**config.mk**
```make
export PLATFORM = sky130hd
export DESIGN_NAME = fetch_unit
export DESIGN_NICKNAME = d
export VERILOG_FILES = /design/src/rtl/fetch_unit.sv
export SDC_FILE = /design/constraint.sdc
export NUM_CORES = 1
export LEC_CHECK = 0
export ABC_AREA = 1
export BUFFER_PORTS_ARGS = -buffer_cell sky130_fd_sc_hd__buf_2
export CAP_MARGIN = 20
export CORE_MARGIN = 1
export CORE_UTILIZATION = 55
export CTS_CLUSTER_SIZE = 24
export DETAILED_ROUTE_END_ITERATION = 10
export GPL_ROUTABILITY_DRIVEN = 0
export PLACE_DENSITY = 0.72
export SLEW_MARGIN = 10
export SYNTH_ARGS = -nofsm -noshare
export SYNTH_HDL_FRONTEND = slang
export SYNTH_SLANG_ARGS = --single-unit
```
**constraint.sdc**
```tcl
create_clock -name clk -period 6.9 [get_ports clk]
set_input_delay 0.69 -clock clk [delete_from_list [all_inputs] [get_ports clk]]
set_output_delay 0.69 -clock clk [all_outputs]
set_load 0.005 [all_outputs]
```
**src/rtl/fetch_unit.sv**
```systemverilog
// fetch_unit: PC register, in-order instruction fetch with tag queue and output FIFO.
// Optional misaligned-redirect trap (HALT state, misalign_err) when FETCH_MISALIGN_CHECK_EN is defined.
module fetch_unit #(
    parameter logic [31:0] RESET_PC   = 32'h0000_0000,
    parameter int          FIFO_DEPTH = 4
) (
    input  logic        clk,
    input  logic        reset,
    output logic        imem_req_valid,
    input  logic        imem_req_ready,
    output logic [31:0] imem_req_addr,
    input  logic        imem_rsp_valid,
    input  logic [31:0] imem_rsp_data,
    input  logic        redirect_valid,
    input  logic [31:0] redirect_pc,
    output logic        instr_valid,
    input  logic        instr_ready,
    output logic [31:0] Instr,
    output logic [31:0] PC,
    output logic [31:0] PCPlus4
`ifdef FETCH_MISALIGN_CHECK_EN
    ,
    output logic        misalign_err
`endif
);
    localparam int PW = $clog2(FIFO_DEPTH);
    localparam int CW = PW + 1;
    localparam int SW = CW + 2;

`ifdef FETCH_MISALIGN_CHECK_EN
    typedef enum logic [0:0] {ST_RUN = 1'b0, ST_HALT = 1'b1} state_t;
`else
    typedef enum logic [0:0] {ST_RUN = 1'b0} state_t;
`endif
    state_t r_state, w_stateNext;

    logic [31:0]   r_pc;
    logic [31:0]   r_tagMem [FIFO_DEPTH];
    logic [PW-1:0] r_tagWr, r_tagRd;
    logic [CW-1:0] r_inflight;
    logic [31:0]   r_pcMem [FIFO_DEPTH];
    logic [31:0]   r_instrMem [FIFO_DEPTH];
    logic [PW-1:0] r_fifoWr, r_fifoRd;
    logic [CW-1:0] r_fifoCnt;
    logic [CW-1:0] r_dropCnt;

    logic [SW-1:0] w_credit;
    logic          w_reqFire;
    logic          w_dropping;
    logic          w_rspPush;
    logic          w_pop;
    logic          w_trap;
    logic [31:0]   w_targetPc;

    // Every outstanding or buffered word holds a slot, so the FIFO can never overflow.
    assign w_credit       = SW'(r_inflight) + SW'(r_dropCnt) + SW'(r_fifoCnt);
    assign imem_req_valid = (r_state == ST_RUN) && !redirect_valid && (w_credit < SW'(FIFO_DEPTH));
    assign imem_req_addr  = r_pc;
    assign w_reqFire      = imem_req_valid && imem_req_ready;
    assign w_dropping     = (r_dropCnt != '0);
    assign w_rspPush      = imem_rsp_valid && !w_dropping;
    assign w_pop          = instr_valid && instr_ready;
    assign w_targetPc     = {redirect_pc[31:2], 2'b00};

`ifdef FETCH_MISALIGN_CHECK_EN
    logic r_misalignErr;
    assign w_trap       = redirect_valid && (redirect_pc[1:0] != 2'b00);
    assign misalign_err = r_misalignErr;

    always_ff @(posedge clk or negedge reset) begin
        if (!reset) begin
            r_misalignErr <= 1'b0;
        end else if (w_trap) begin
            r_misalignErr <= 1'b1;
        end
    end
`else
    logic w_unusedLowBits;
    assign w_trap          = 1'b0;
    assign w_unusedLowBits = ^redirect_pc[1:0];
`endif

    always_ff @(posedge clk or negedge reset) begin
        if (!reset) begin
            r_state <= ST_RUN;
        end else begin
            r_state <= w_stateNext;
        end
    end

    always_comb begin
        w_stateNext = r_state;
`ifdef FETCH_MISALIGN_CHECK_EN
        if (w_trap) begin
            w_stateNext = ST_HALT;
        end
`endif
    end

    // A redirect flushes both queues; everything still in flight becomes a pending drop.
    always_ff @(posedge clk or negedge reset) begin
        if (!reset) begin
            r_pc       <= RESET_PC;
            r_tagWr    <= '0;
            r_tagRd    <= '0;
            r_inflight <= '0;
            r_fifoWr   <= '0;
            r_fifoRd   <= '0;
            r_fifoCnt  <= '0;
            r_dropCnt  <= '0;
        end else if (redirect_valid) begin
            r_tagWr    <= '0;
            r_tagRd    <= '0;
            r_inflight <= '0;
            r_fifoWr   <= '0;
            r_fifoRd   <= '0;
            r_fifoCnt  <= '0;
            r_dropCnt  <= r_dropCnt + r_inflight - CW'(imem_rsp_valid);
            if (!w_trap) begin
                r_pc <= w_targetPc;
            end
        end else begin
            if (w_reqFire) begin
                r_tagWr <= r_tagWr + PW'(1);
                r_pc    <= r_pc + 32'd4;
            end
            if (w_rspPush) begin
                r_tagRd  <= r_tagRd + PW'(1);
                r_fifoWr <= r_fifoWr + PW'(1);
            end
            if (w_pop) begin
                r_fifoRd <= r_fifoRd + PW'(1);
            end
            r_inflight <= r_inflight + CW'(w_reqFire) - CW'(w_rspPush);
            r_fifoCnt  <= r_fifoCnt + CW'(w_rspPush) - CW'(w_pop);
            if (imem_rsp_valid && w_dropping) begin
                r_dropCnt <= r_dropCnt - CW'(1);
            end
        end
    end

    always_ff @(posedge clk) begin
        if (w_reqFire) begin
            r_tagMem[r_tagWr] <= r_pc;
        end
        if (w_rspPush && !redirect_valid) begin
            r_pcMem[r_fifoWr]    <= r_tagMem[r_tagRd];
            r_instrMem[r_fifoWr] <= imem_rsp_data;
        end
    end

    assign instr_valid = (r_fifoCnt != '0);
    assign Instr       = instr_valid ? r_instrMem[r_fifoRd] : 32'h0;
    assign PC          = instr_valid ? r_pcMem[r_fifoRd] : 32'h0;
    assign PCPlus4     = instr_valid ? (r_pcMem[r_fifoRd] + 32'd4) : 32'h0;

endmodule

```
[Word-level counts from Yosys, hierarchy flattened]
Memories as Yosys holds them, arrays and structs flattened.
Cells that the tools add are included.
Word-level totals
  flip-flop bits (word level): 49
  RAM bits: 384
  input port bits: 70
  logic and storage cells: 62
  memories: 3
Operators by class
  $add $sub $neg: 15
  order comparisons: 1
  multiplexer cells: 21
  reductions and logical operators: 14
Memories
  r_instrMem: words 4, width 32, rd ports 1, clocked after Yosys merged registers in 0, wr ports 1, line 42  | logic [31:0] r_instrMem [FIFO_DEPTH];
  r_pcMem: words 4, width 32, rd ports 1, clocked after Yosys merged registers in 0, wr ports 1, line 41  | logic [31:0] r_pcMem [FIFO_DEPTH];
  r_tagMem: words 4, width 32, rd ports 1, clocked after Yosys merged registers in 0, wr ports 1, line 38  | logic [31:0] r_tagMem [FIFO_DEPTH];
Operator list (number)
  two-way mux 32 bit: 5
  adder 32 x 3 -> 32 bit, second input constant: 2
  two-way mux 2 bit: 8
  two-way mux 3 bit: 4
  subtractor 3 x 1 -> 3 bit: 3
  adder 2 x 1 -> 2 bit, second input constant: 4
  nonzero test 2 bit: 4
  adder 3 x 1 -> 3 bit: 2
  logical AND 1 bit: 6
  nonzero test 3 bit: 2
  adder 4 x 3 -> 5 bit: 1
  < comparator 5 x 3 -> 1 bit, second input constant: 1
  adder 3 x 3 -> 4 bit: 1
  two-way mux 1 bit: 4
  adder 3 bit: 1
  subtractor 3 x 1 -> 3 bit, second input constant: 1
  zero test 1 bit: 2

[Logic depth before layout (Yosys ltp)]
Gate-level depths: netlist of the first run.
  depth after elaboration: 8
  mapped depth: 17

[Worst setup path before layout of the first run]
Ideal clock, no wire load.
  path type: in2reg
  start: in redirect_valid
  end: mem r_instrMem[0][0] (enable)
  setup time: 0.482 ns
  arrival time: 3.928 ns
  slack: 2.489 ns
  cell stages on the path: 5
  buffers on the path: 2
  cells stage by stage: buf_2 > inv_1 > clkbuf_1 > nand2_1 > nor2_1
Between the ends
  word-level cells in the longest chain between the ends: 4
RTL lines
  start, declared: line 14  | input logic redirect_valid,
  zero test 1 bit: line 146  | if (w_rspPush && !redirect_valid) begin
  logical AND 1 bit: line 146
  two-way mux 1 bit: line 146
  two-way mux 1 bit (not written as such): line 148  | r_instrMem[r_fifoWr] <= imem_rsp_data;
  end, declared: line 42
Every way passes these cells.

[Final worst setup path of the first run]
  start: reg r_fifoRd[1]
  end: out PCPlus4[17]
Between the ends
  word-level cells in the longest chain between the ends: 3
RTL lines
  start, declared: line 43  | logic [PW-1:0] r_fifoWr, r_fifoRd;
  start signal, assigned: line 132  | r_fifoRd <= r_fifoRd + PW'(1);
  memory (4 x 32 bit)
  adder 32 x 3 -> 32 bit: line 155  | assign PCPlus4 = instr_valid ? (r_pcMem[r_fifoRd] + 32'd4) : 32'h0;
  two-way mux 32 bit: line 155
  end, declared: line 20  | output logic [31:0] PCPlus4
Every way passes these cells.

==> metrics.md, run 1 <==
| Metric | Value |
|---|---|
| Core Area | 0.0338 mm2 |
| Fin crit period | 4460 ps |
| Clock group share of total power | 0.257 |
| Clk_lat worst skew | 540 ps |
| Die area | 0.0354 mm2 |
| Share of post-route cells with drive strength above 1 | 0.160 |
| Initial Util | 0.564 |
| Worst Path Max Fanout | 46 |
| Crit path launch | r_fifoRd[1]$_DFFE_PN0P_ |
| # nets final | 2,144 |
| Maximum clock insertion buffer count | 3 |
| Total of warnings raised by yosys | 0 |
| FP Rows | 67 |
| Worst EP required | 6210 ps |
| GRT Util Overall | 0.235 |
| VDD IR max | 295 uV |
| DRT Pass-1 Iters | 7 |
| Status | completed |
| Reg power frac | 0.421 |
| Avg WL per Cell | 16.5 um |
| Reg-to-reg startpoint | r_inflight[1]$_DFF_PN0_ |
| Drt via density | 5.38 |
| Die Y | 188 um |
| Net Sw Power | 2.90 mW |
| Drt drc | 0 |
| Final ANT Viol Nets | 0 |
| Clock-pin transition on the worst setup and hold timing paths | 60 ps |
| Post-route cell area | 0.0216 mm2 |
| DP Wirelength | 25.9 mm |
| Utilization after layout | 0.639 |
| DRT iter0 DRCs | 1,001 |
| Area Overhead vs Synth | 13.4% |
| Max-cap violation count | 0 |
| Area of the multi-input gates | 0.00596 mm2 |
| Total wire length | 41.7 mm |
| Post-Place Cells | 2,450 |
| Combinational share of power | 0.321 |
| Clock root cell | clkbuf_16 |
| Largest net degree at the start of global routing | 114 |
| Least-Margin Pin Slew | 952 ps |
| Initial antenna violation count | 2 |
| Post-CTS setup repair buffer count | 0 |
| Total power | 8.13 mW |
| Sw Ratio | 0.356 |
| Worst Clk Skew | 24.2 ps |
| Setup tns final | 0 ps |
| Compound-Gate Fraction of Synth Area | 0.0667 |
| Critical Path Start Type | flop |
| XOR/XNOR share of the synthesized area | 0.0147 |
| FF+latch area | 0.0122 mm2 |
| CTS tree | done |
| Sequential area share after synthesis | 0.642 |
| Grt met2 use | 0.388 |
| Ports | 200 |
| CTS Buf Count | 42 |
| Chip Width | 188 um |
| Synth async-reset ratio | 0.113 |
| Cell area power density | 377 mW/mm2 |
| Worst setup path class | reg -> out |
| Slew headroom | 0.365 |
| Top_reg_cell synth | edfxtp_1 |
| Mux cell area share after synthesis | 0.000526 |
| Via count | 13,600 |
| Register bit count reported by yosys | 415 |
| Slew Limit Fails | 0 |
| Num Clock Sinks | 415 |
| Internal | 5.24 mW |
| Average size of a mapped cell | 10.1 um2 |
| Cells on worst reg2reg path | 10 |
| Worst Path Arrival | 3770 ps |
| Post-synth cell types | 40 |
| Largest family of logic cells by synthesized area | simple AND/OR/NAND/NOR gates |
| Number of synthesized flops with an enable pin | 368 |
| Placed inst area | 0.0203 mm2 |
| # setup viols final | 0 |
| Htree depth | 2 |
| Met1 GRT Util | 0.323 |
| Met3 Use GR | 0.0316 |
| Fill cells | 2,618 |
| PortBufs | 191 |
| Post-Syn Area | 0.0190 mm2 |
| RSZ-0062 raised after global routing | no |
| Worst Setup End Kind | primary output |
| Simple-gate share of the synthesized area | 0.207 |
| CTS Hold Bufs | 0 |
| Final instance count without filler cells | 2,532 |
| Final Hold Fails | 0 |
| GRT busiest layer | met2 |
| First-pass GRT wire length | 65.7 mm |
| Global route overflow | 0 |
| Final Cycle Share | 0.647 |
| Post-synthesis instance total | 1,879 |
| Max Freq | 0.224 GHz |
| Number of global-route vias before repair | 12,900 |
| Adder-cell share of the synthesized area | 0.0201 |
| Post-CTS Resized | 0 |
| Lkg Pwr | 8.66 nW |
| Worst Hold Class | in -> async |
## layout make-up
type / instances / share of cell area
antenna: 3 / 0.000348
tap: 448 / 0.0260
inverter: 112 / 0.0196
clock buffer: 54 / 0.0517
sequential: 415 / 0.566
timing repair buffer: 212 / 0.0525
clock inverter: 24 / 0.00782
multi-input combinational: 1264 / 0.276
## power groups by stage
stage | Clock [mW] | Sequential (mW) | Combinational (mW)
final | 2.09 | 3.43 | 2.61
after global routing | 2.23 | 3.46 | 2.95
after CTS | 2.13 | 3.42 | 2.62
after detailed placement | 0 | 3.48 | 2.61
after global placement | 0 | 3.46 | 2.53
after floorplan | 0 | 3.38 | 1.71
## worst max-delay path: stages (launching register included)
cell     delay, ps
dfrtp_2        380
buf_4          290
inv_2          700
buf_4          570
a21oi_1         80
o21ai_0        110
nand2_1        190
nor2_1         200
nand2_1        100
nor2_2         150
nand2_1        100
nand2_1         70
nand2_1         50
nor2_1          90
buf_2          120
## through the flow
stage | setup WS [ps] | hold slack [ps]
after floorplan | 2490 | 394
after global placement | 3010 | 523
after detailed placement | 3010 | 520
after CTS | 2460 | 287
after global routing | 2130 | 318
final | 2440 | 273
## flip-flops by register name (all words and copies together), names as in the netlist, 3 cells and up
signal         flops
r_instrMem       128
r_fifoCnt          3
r_inflight         3
r_dropCnt          3
r_tagMem         120
imem_req_addr     30
r_pcMem          120
## worst paths after layout
kind                                                to  slack (ps)
max in group asynchronous      r_fifoRd[0]$_DFFE_PN0P_        6140
min in group clk           r_instrMem[1][14]$_DFFE_PP_         360
max reg2reg                  r_tagMem[2][20]$_DFFE_PP_        3170
max                                        PCPlus4[17]        2440
min reg2reg                    r_fifoWr[1]$_DFFE_PN0P_         530
min                           r_dropCnt[2]$_DFFE_PN0P_         270
## cells by family after synthesis
| family | Yosys count |
|---|---|
| AOI/OAI and AO/OA | 241 |
| xor gates and xnor gates | 32 |
| adders and majority gates | 27 |
| muxes | 1 |
| buffers and inverters | 205 |
| other | 1 |
| DFF | 415 |
| and+or+nand+nor | 957 |
## cell usage after synthesis (10+ instances only)
library cell	number	area share
a21oi_1	50	0.013
nor3_1	11	0.0029
ha_1	21	0.014
edfxtp_1	368	0.58
xor2_1	18	0.0083
nand3_1	109	0.029
clkbuf_1	43	0.0085
buf_4	11	0.0043
o22ai_1	30	0.0099
nand2_2	24	0.0079
nand2_1	450	0.089
o21ai_0	151	0.040
inv_1	107	0.021
nor2_2	10	0.0033
nand4_1	14	0.0046
buf_2	26	0.0068
xnor2_1	14	0.0064
dfrtp_1	47	0.062
nor2_1	325	0.064
## layer usage
metal,up-vias,share of wire
met2,485,0.48
met5,-,0
li1,6675,-
met3,65,0.064
met1,6402,0.44
met4,0,0.021
## placed cells by master, fill, tap and decap left out, drive strengths merged, types with 2 or more instances in the layout
cell	count
fa	6
diode	3
xnor2	14
or2	2
inv	110
clkinv	22
nor3	11
buf	212
edfxtp	368
nand2	474
o21bai	3
xor2	18
nor2	340
o211ai	2
ha	21
o22ai	30
dfrtp	47
nand3	114
clkbuf	54
a31oi	2
a21oi	50
o21ai	151
conb	6
nand4	14
clkinvlp	3
(Power assumes the default switching activity.)
==> inputs of run 2 (changes only) <==
CORE_UTILIZATION = 53   (was 55)
PLACE_DENSITY = 0.73   (was 0.72)
clock period = 3.8 ns   (was 6.9 ns; I/O delays follow)
==> metrics.md, run 2 (synthesized netlist as in run 1, its figures left out) <==
| Metric | Value |
|---|---|
| Status | completed |
| FP Rows | 69 (+3.0%) |
| Number of global-route vias before repair | 12,900 (-0.17%) |
| Drt drc | 0 (unchanged) |
| Post-route cell area | 0.0219 mm2 (+1.2%) |
| Worst EP required | 3420 ps (-2790 ps) |
| Slew Limit Fails | 0 (unchanged) |
| Die Y | 192 um (+1.9%) |
| RSZ-0062 raised after global routing | no |
| ANT cells | 0 (-3) |
| First-pass GRT wire length | 66.3 mm (+1.0%) |
| Commonest non-fill, non-tap cell in the layout | nand2_1 |
| Largest reg by FF count | r_instrMem |
| VDD IR max | 438 uV (+48%) |
| Clock root cell | clkbuf_16 |
| Via count | 13,700 (+0.43%) |
| Lkg Pwr | 8.77 nW (+1.3%) |
| Htree depth | 2 (unchanged) |
| Share of post-route cells with drive strength above 1 | 0.165 (+0.00449) |
| Total wire length | 42.6 mm (+2.2%) |
| Worst Path Arrival | 3200 ps (-570 ps) |
| DRT Pass-1 Iters | 5 (-2) |
| Fill cells | 2,789 (+6.5%) |
| Critical Path Start Type | flop |
| PortBufs | 191 (unchanged) |
| Clk_lat worst skew | 540 ps (about the same) |
| # nets final | 2,151 (+0.33%) |
| Slew headroom | 0.392 (+0.0264) |
| CTS tree | done |
| Hold EP | imem_req_addr[16]$_DFFE_PN0N_ |
| Registers with the most flip-flops | r_instrMem x128, r_pcMem x120, r_tagMem x120 |
| Reg-to-reg startpoint | r_inflight[1]$_DFF_PN0_ |
| Setup tns final | 0 ps (unchanged) |
| Cell area power density | 694 mW/mm2 (+84%) |
| Final Cycle Share | 0.941 |
| Fin crit period | 3580 ps |
| Num Clock Sinks | 415 (unchanged) |
| Hold_ws | 45.6 ps (-228 ps) |
| HP Start | redirect_pc[16] |
| Maximum clock insertion buffer count | 3 (unchanged) |
| GRT Util Overall | 0.232 (-0.00264) |
| Clock-pin transition on the worst setup and hold timing paths | 60 ps (about the same) |
| Final instance count without filler cells | 2,546 (+0.55%) |
| Reg-to-Reg End | r_inflight[2]$_DFF_PN0_ |
| Initial Util | 0.537 (-0.0270) |
| Final worst slack | 224 ps (-2210 ps) |
| Chip Width | 192 um (+1.9%) |
| Drt via density | 5.38 (-0.12%) |
| Post-CTS setup repair buffer count | 0 (unchanged) |
| Worst Setup End Kind | primary output |
| Max FFs per register | 128 (unchanged) |
| # setup viols final | 0 (unchanged) |
| Area Overhead vs Synth | 14.8% |
| Global route overflow | 0 (unchanged) |
| Max-cap violation count | 0 (unchanged) |
| Worst Path Max Fanout | 39 (-15%) |
| Avg WL per Cell | 16.7 um (+1.6%) |
| Worst Hold Class | in -> reg |
| Worst setup path class | reg -> out |
| Die area | 0.0367 mm2 (+3.7%) |
| Least-Margin Pin Slew | 911 ps (-40.6 ps) |
| Cells on worst reg2reg path | 14 (+4) |
| Initial antenna violation count | 0 (-2) |
| Core Area | 0.0355 mm2 (+5.0%) |
| Pre-CTS worst setup slack | 402 ps (-2610 ps) |
| Largest net degree at the start of global routing | 131 (+15%) |
| Max Freq | 0.280 GHz |
| Final Hold Fails | 0 (unchanged) |
| Worst Clk Skew | 24.9 ps (+0.769 ps) |
| Utilization after layout | 0.616 (-0.0232) |
| Most frequent cells in the layout | 450 x nand2_1, 368 x edfxtp_1, 315 x nor2_1, 191 x buf_2, 151 x o21ai_0 |
| Ports | 200 (unchanged) |
| Total power | 15.2 mW (+86%) |
| DRT iter0 DRCs | 1,023 (+2.2%) |
| CTS Buf Count | 42 (unchanged) |
| Final ANT Viol Nets | 0 (unchanged) |
| Worst reg2reg setup slack | 390 ps (-2780 ps) |
| Placed inst area | 0.0204 mm2 (+0.73%) |
| Hold depth | 3 |
| Post-Place Cells | 2,469 (+0.78%) |
| DP Wirelength | 26.4 mm (+2.1%) |
-- run 2: cell types whose count changed in the layout (fill, tap and decap cells not counted), sizes merged, moves of 2 or more --
cell / before / now
clkinv: 22 / 17
diode: 3 / 0
bufinv: 1 / 4
buf: 212 / 217
clkinvlp: 3 / 1
-- run 2: layout make-up --
cell class	count	area [um2]	area share
clock buffers	54	1150	0.0525
inverters	112	425	0.0195
multi-input cells	1264	5960	0.273
clock inverters	21	238	0.0109
flip-flops and latches	415	12200	0.559
well taps	461	577	0.0264
repair buffers	219	1280	0.0588
-- run 2: worst max-delay path by stage --
stage	depth (start not counted)	endpoint	from	slack [ps]
floorplan	7	r_instrMem[0][0]$_DFFE_PP_	r_dropCnt[1]$_DFFE_PN0P_	-340
global placement	11	imem_req_addr[24]$_DFFE_PN0N_	r_inflight[2]$_DFF_PN0_	470
detailed placement	14	r_inflight[2]$_DFF_PN0_	r_inflight[1]$_DFF_PN0_	400
CTS	15	PCPlus4[24]	r_fifoRd[0]$_DFFE_PN0P_	170
global route	12	PCPlus4[14]	r_fifoRd[0]$_DFFE_PN0P_	40
finish	12	PCPlus4[14]	r_fifoRd[0]$_DFFE_PN0P_	220
-- run 2: routing by layer --
metal	wire, um	track usage	up-vias
met4	872	0.0739	0
met1	18600	0.322	6459
met3	2710	0.0307	61
li1	-	-	6676
met2	20400	0.380	490
met5	0	0	-
-- run 2: critical path: stages, from the launching register on --
cell	delay, ps
dfrtp_4	550
inv_6	290
o211ai_1	120
nand2_1	240
ha_1	270
nand3_2	120
nor2_4	160
nand3_2	160
nor2_4	260
o21ai_0	150
o21ai_0	140
inv_1	60
buf_2	120
-- run 2: report_power, final --
part           internal [mW]  switching [mW]  total (mW)  leakage, nW
registers               5.72           0.501        6.22         3.91
clock network           2.42            1.67        4.09        0.684
logic                   1.68            3.18        4.86         4.18
total                   9.82            5.35        15.2         8.77
-- run 2: repair_timing --
action	CTS	global route
endpoints found under the setup margin	0	8
hold buffers	1	0
hold endpoints to repair	47	0
resized for setup	0	4
==> inputs of run 3 (changes only) <==
--- a/config.mk
+++ b/config.mk
@@ -11,3 +11,3 @@
 export CORE_MARGIN = 1
-export CORE_UTILIZATION = 53
+export CORE_UTILIZATION = 30
 export CTS_CLUSTER_SIZE = 24
@@ -15,3 +15,4 @@
 export GPL_ROUTABILITY_DRIVEN = 0
-export PLACE_DENSITY = 0.73
+export PLACE_DENSITY = 0.45
+export RECOVER_POWER = 100
 export SLEW_MARGIN = 10
==> constraint.sdc (replaced) <==
create_clock -name clk -period 3.8 [get_ports clk]
set_input_delay 0.57 -clock clk [delete_from_list [all_inputs] [get_ports clk]]
set_output_delay 0.57 -clock clk [all_outputs]
set_load 0.005 [all_outputs]
==> metrics.md, run 3 (synthesized netlist as in run 1, its figures left out) <==
| Metric | Value |
|---|---|
| Area Overhead vs Synth | 19.4% |
| Final Cycle Share | 0.929 (-0.0122) |
| VDD IR max | 521 uV (+19%) |
| # setup viols final | 0 (unchanged) |
| First-pass GRT wire length | 78.1 mm (+18%) |
| Final ANT Viol Nets | 0 (unchanged) |
| ANT cells | 0 (unchanged) |
| Total wire length | 52.0 mm (+22%) |
| DRT iter0 DRCs | 750 (-27%) |
| Sw Ratio | 0.357 (+0.00425) |
| Max FFs per register | 128 (unchanged) |
| Share of post-route cells with drive strength above 1 | 0.149 (-0.0162) |
| Clock root cell | clkbuf_16 |
| Critical Path Start Type | flop |
| Number of global-route vias before repair | 13,000 (+0.91%) |
| Worst setup path class | reg -> out |
| Most frequent cells in the layout | 449 x nand2_1, 368 x edfxtp_1, 311 x nor2_1, 151 x o21ai_0, 141 x buf_2 |
| Fin crit period | 3530 ps (-46.2 ps) |
| Registers with the most flip-flops | r_instrMem x128, r_pcMem x120, r_tagMem x120 |
| Clock-pin transition on the worst setup and hold timing paths | 60 ps (about the same) |
| Placed inst area | 0.0210 mm2 (+2.8%) |
| Largest reg by FF count | r_instrMem |
| Slowest CP cell | dfrtp_2 |
| Drt drc | 0 (unchanged) |
| Avg WL per Cell | 17.6 um (+5.4%) |
| Core Area | 0.0629 mm2 (+77%) |
| Max Freq | 0.283 GHz (+1.3%) |
| Commonest non-fill, non-tap cell in the layout | nand2_1 |
| Num Clock Sinks | 415 (unchanged) |
| Lkg Pwr | 8.83 nW (+0.64%) |
| Worst Clk Skew | 22.5 ps (-2.46 ps) |
| Least-Margin Pin Slew | 2170 ps (+1260 ps) |
| Violated checks | capacitance limit, slew limit |
| Max-cap violation count | 1 (+1) |
| Post-route cell area | 0.0227 mm2 (+4.1%) |
| Clk_lat worst skew | 580 ps (+40 ps) |
| Initial antenna violation count | 0 (unchanged) |
| FP Rows | 92 (+33%) |
| Reg power frac | 0.384 (-0.026) |
| Worst Hold Class | in -> reg |
| Slew Limit Fails | 38 (+38) |
| GRT Util Overall | 0.159 (-0.0727) |
| Net Sw Power | 5.80 mW (+8.5%) |
| DRT Pass-1 Iters | 7 (+2) |
| Hold_ws | 213 ps (+167 ps) |
| Setup tns final | 0 ps (unchanged) |
| Combinational share of power | 0.318 (-0.002) |
| Die Y | 254 um (+33%) |
| Die area | 0.0645 mm2 (+76%) |
| Largest net degree at the start of global routing | 83 (-37%) |
| Global route overflow | 0 (unchanged) |
| Final Hold Fails | 0 (unchanged) |
| Initial Util | 0.303 (-0.234) |
| Slew headroom | -0.447 (-0.839) |
| Clock group share of total power | 0.298 (+0.028) |
| Maximum clock insertion buffer count | 3 (unchanged) |
| CTS Buf Count | 47 (+12%) |
| Via count | 13,600 (-0.85%) |
| Cell area power density | 715 mW/mm2 (+3.0%) |
| Worst path cell trace | buf_12, o211ai_1, nand2_2, ha_1, nand3_2, nor2_4, nand3_4, nor2_2, nand4_1, nand2_1, inv_1, buf_2 |
| # nets final | 2,161 (+0.46%) |
| Internal | 10.5 mW (+6.5%) |
| DP Wirelength | 32.0 mm (+21%) |
| Crit path largest cell delay | 410 ps (-140 ps) |
| Worst Path Max Fanout | 56 (+44%) |
| Drt via density | 4.60 (-14%) |
| Worst Path Arrival | 2960 ps (-240 ps) |
| Chip Width | 254 um (+33%) |
| Ports | 200 (unchanged) |
| Worst EP required | 3230 ps (-190 ps) |
| PortBufs | 191 (unchanged) |
| Htree depth | 2 (unchanged) |
| CTS tree | done |
| Status | finished, violations left |
| Worst Setup End Kind | primary output |
## run 3: final timing paths
| check | cells after the start | to | start | slack, ps |
|---|---|---|---|---|
| setup / recovery | 12 | PCPlus4[30] | r_fifoRd[1]$_DFFE_PN0P_ | 270 |
| max in group asynchronous | 3 | imem_req_addr[7]$_DFFE_PN0N_ | reset | 740 |
| hold / removal | 3 | imem_req_addr[19]$_DFFE_PN0N_ | redirect_pc[19] | 210 |
| setup reg to reg | 14 | r_inflight[2]$_DFF_PN0_ | r_inflight[1]$_DFF_PN0_ | 410 |
| min in group asynchronous | 2 | r_fifoWr[1]$_DFFE_PN0P_ | reset | 570 |
| hold reg to reg | 2 | r_fifoWr[1]$_DFFE_PN0P_ | r_fifoWr[1]$_DFFE_PN0P_ | 540 |
## run 3: routing by layer
metal	routed length [um]	GRT usage
met3	2300	0.0226
met2	24800	0.264
met4	1050	0.0437
met1	23900	0.216
met5	0	0
## run 3: per-stage QoR
| stage | worst slack [ps] | power [mW] | utilization | instances |
|---|---|---|---|---|
| 2_1_floorplan | -491 | 9.24 | - | 1884 |
| 6_report | 270 | 16.3 | 0.362 | 2949 |
| 5_1_grt | -8.13 | 17.3 | 0.362 | 2949 |
| 3_5_place_dp | 344 | 11.5 | 0.334 | 2856 |
| 3_3_place_gp | 330 | 11.4 | 0.334 | 2856 |
| 4_1_cts | 18.9 | 16.5 | 0.361 | 2946 |
## run 3: what timing repair did
| action | in CTS | in global routing |
|---|---|---|
| pin swaps | 0 | 1 |
| hold buffers | 1 | 0 |
| setup endpoints to repair | 2 | 12 |
| resized for setup | 4 | 12 |
| buffers inserted | 0 | 0 |
| hold endpoints to repair | 10 | 0 |
| cloned | 1 | 3 |
## run 3: power groups by stage
stage          logic (mW)  registers, mW  clock network (mW)
5_1_grt              5.85           6.33                5.14
4_1_cts              5.24           6.25                4.98
3_5_place_dp         5.17           6.34                   0
3_3_place_gp         5.11           6.32                   0
6_report             5.17           6.25                4.84
2_1_floorplan        3.11           6.14                   0
## run 3: final cells by class
type	count	area, um2
timing repair buffer	223	1380
fill	6370	40100
tap	846	1060
clock inverter	34	432
sequential	415	12200
inverter	112	433
multi-input combinational	1265	6000
clock buffer	54	1220
## run 3: worst max-delay path: cells and delay by family (launching register included)
family	cells	cell delay (ps)
AND/OR/NAND/NOR	7	1050
buffers and inverters	3	480
flip-flops	1	410
adder cells (fa/ha/maj)	1	220
AO/OA/AOI/OAI	1	170
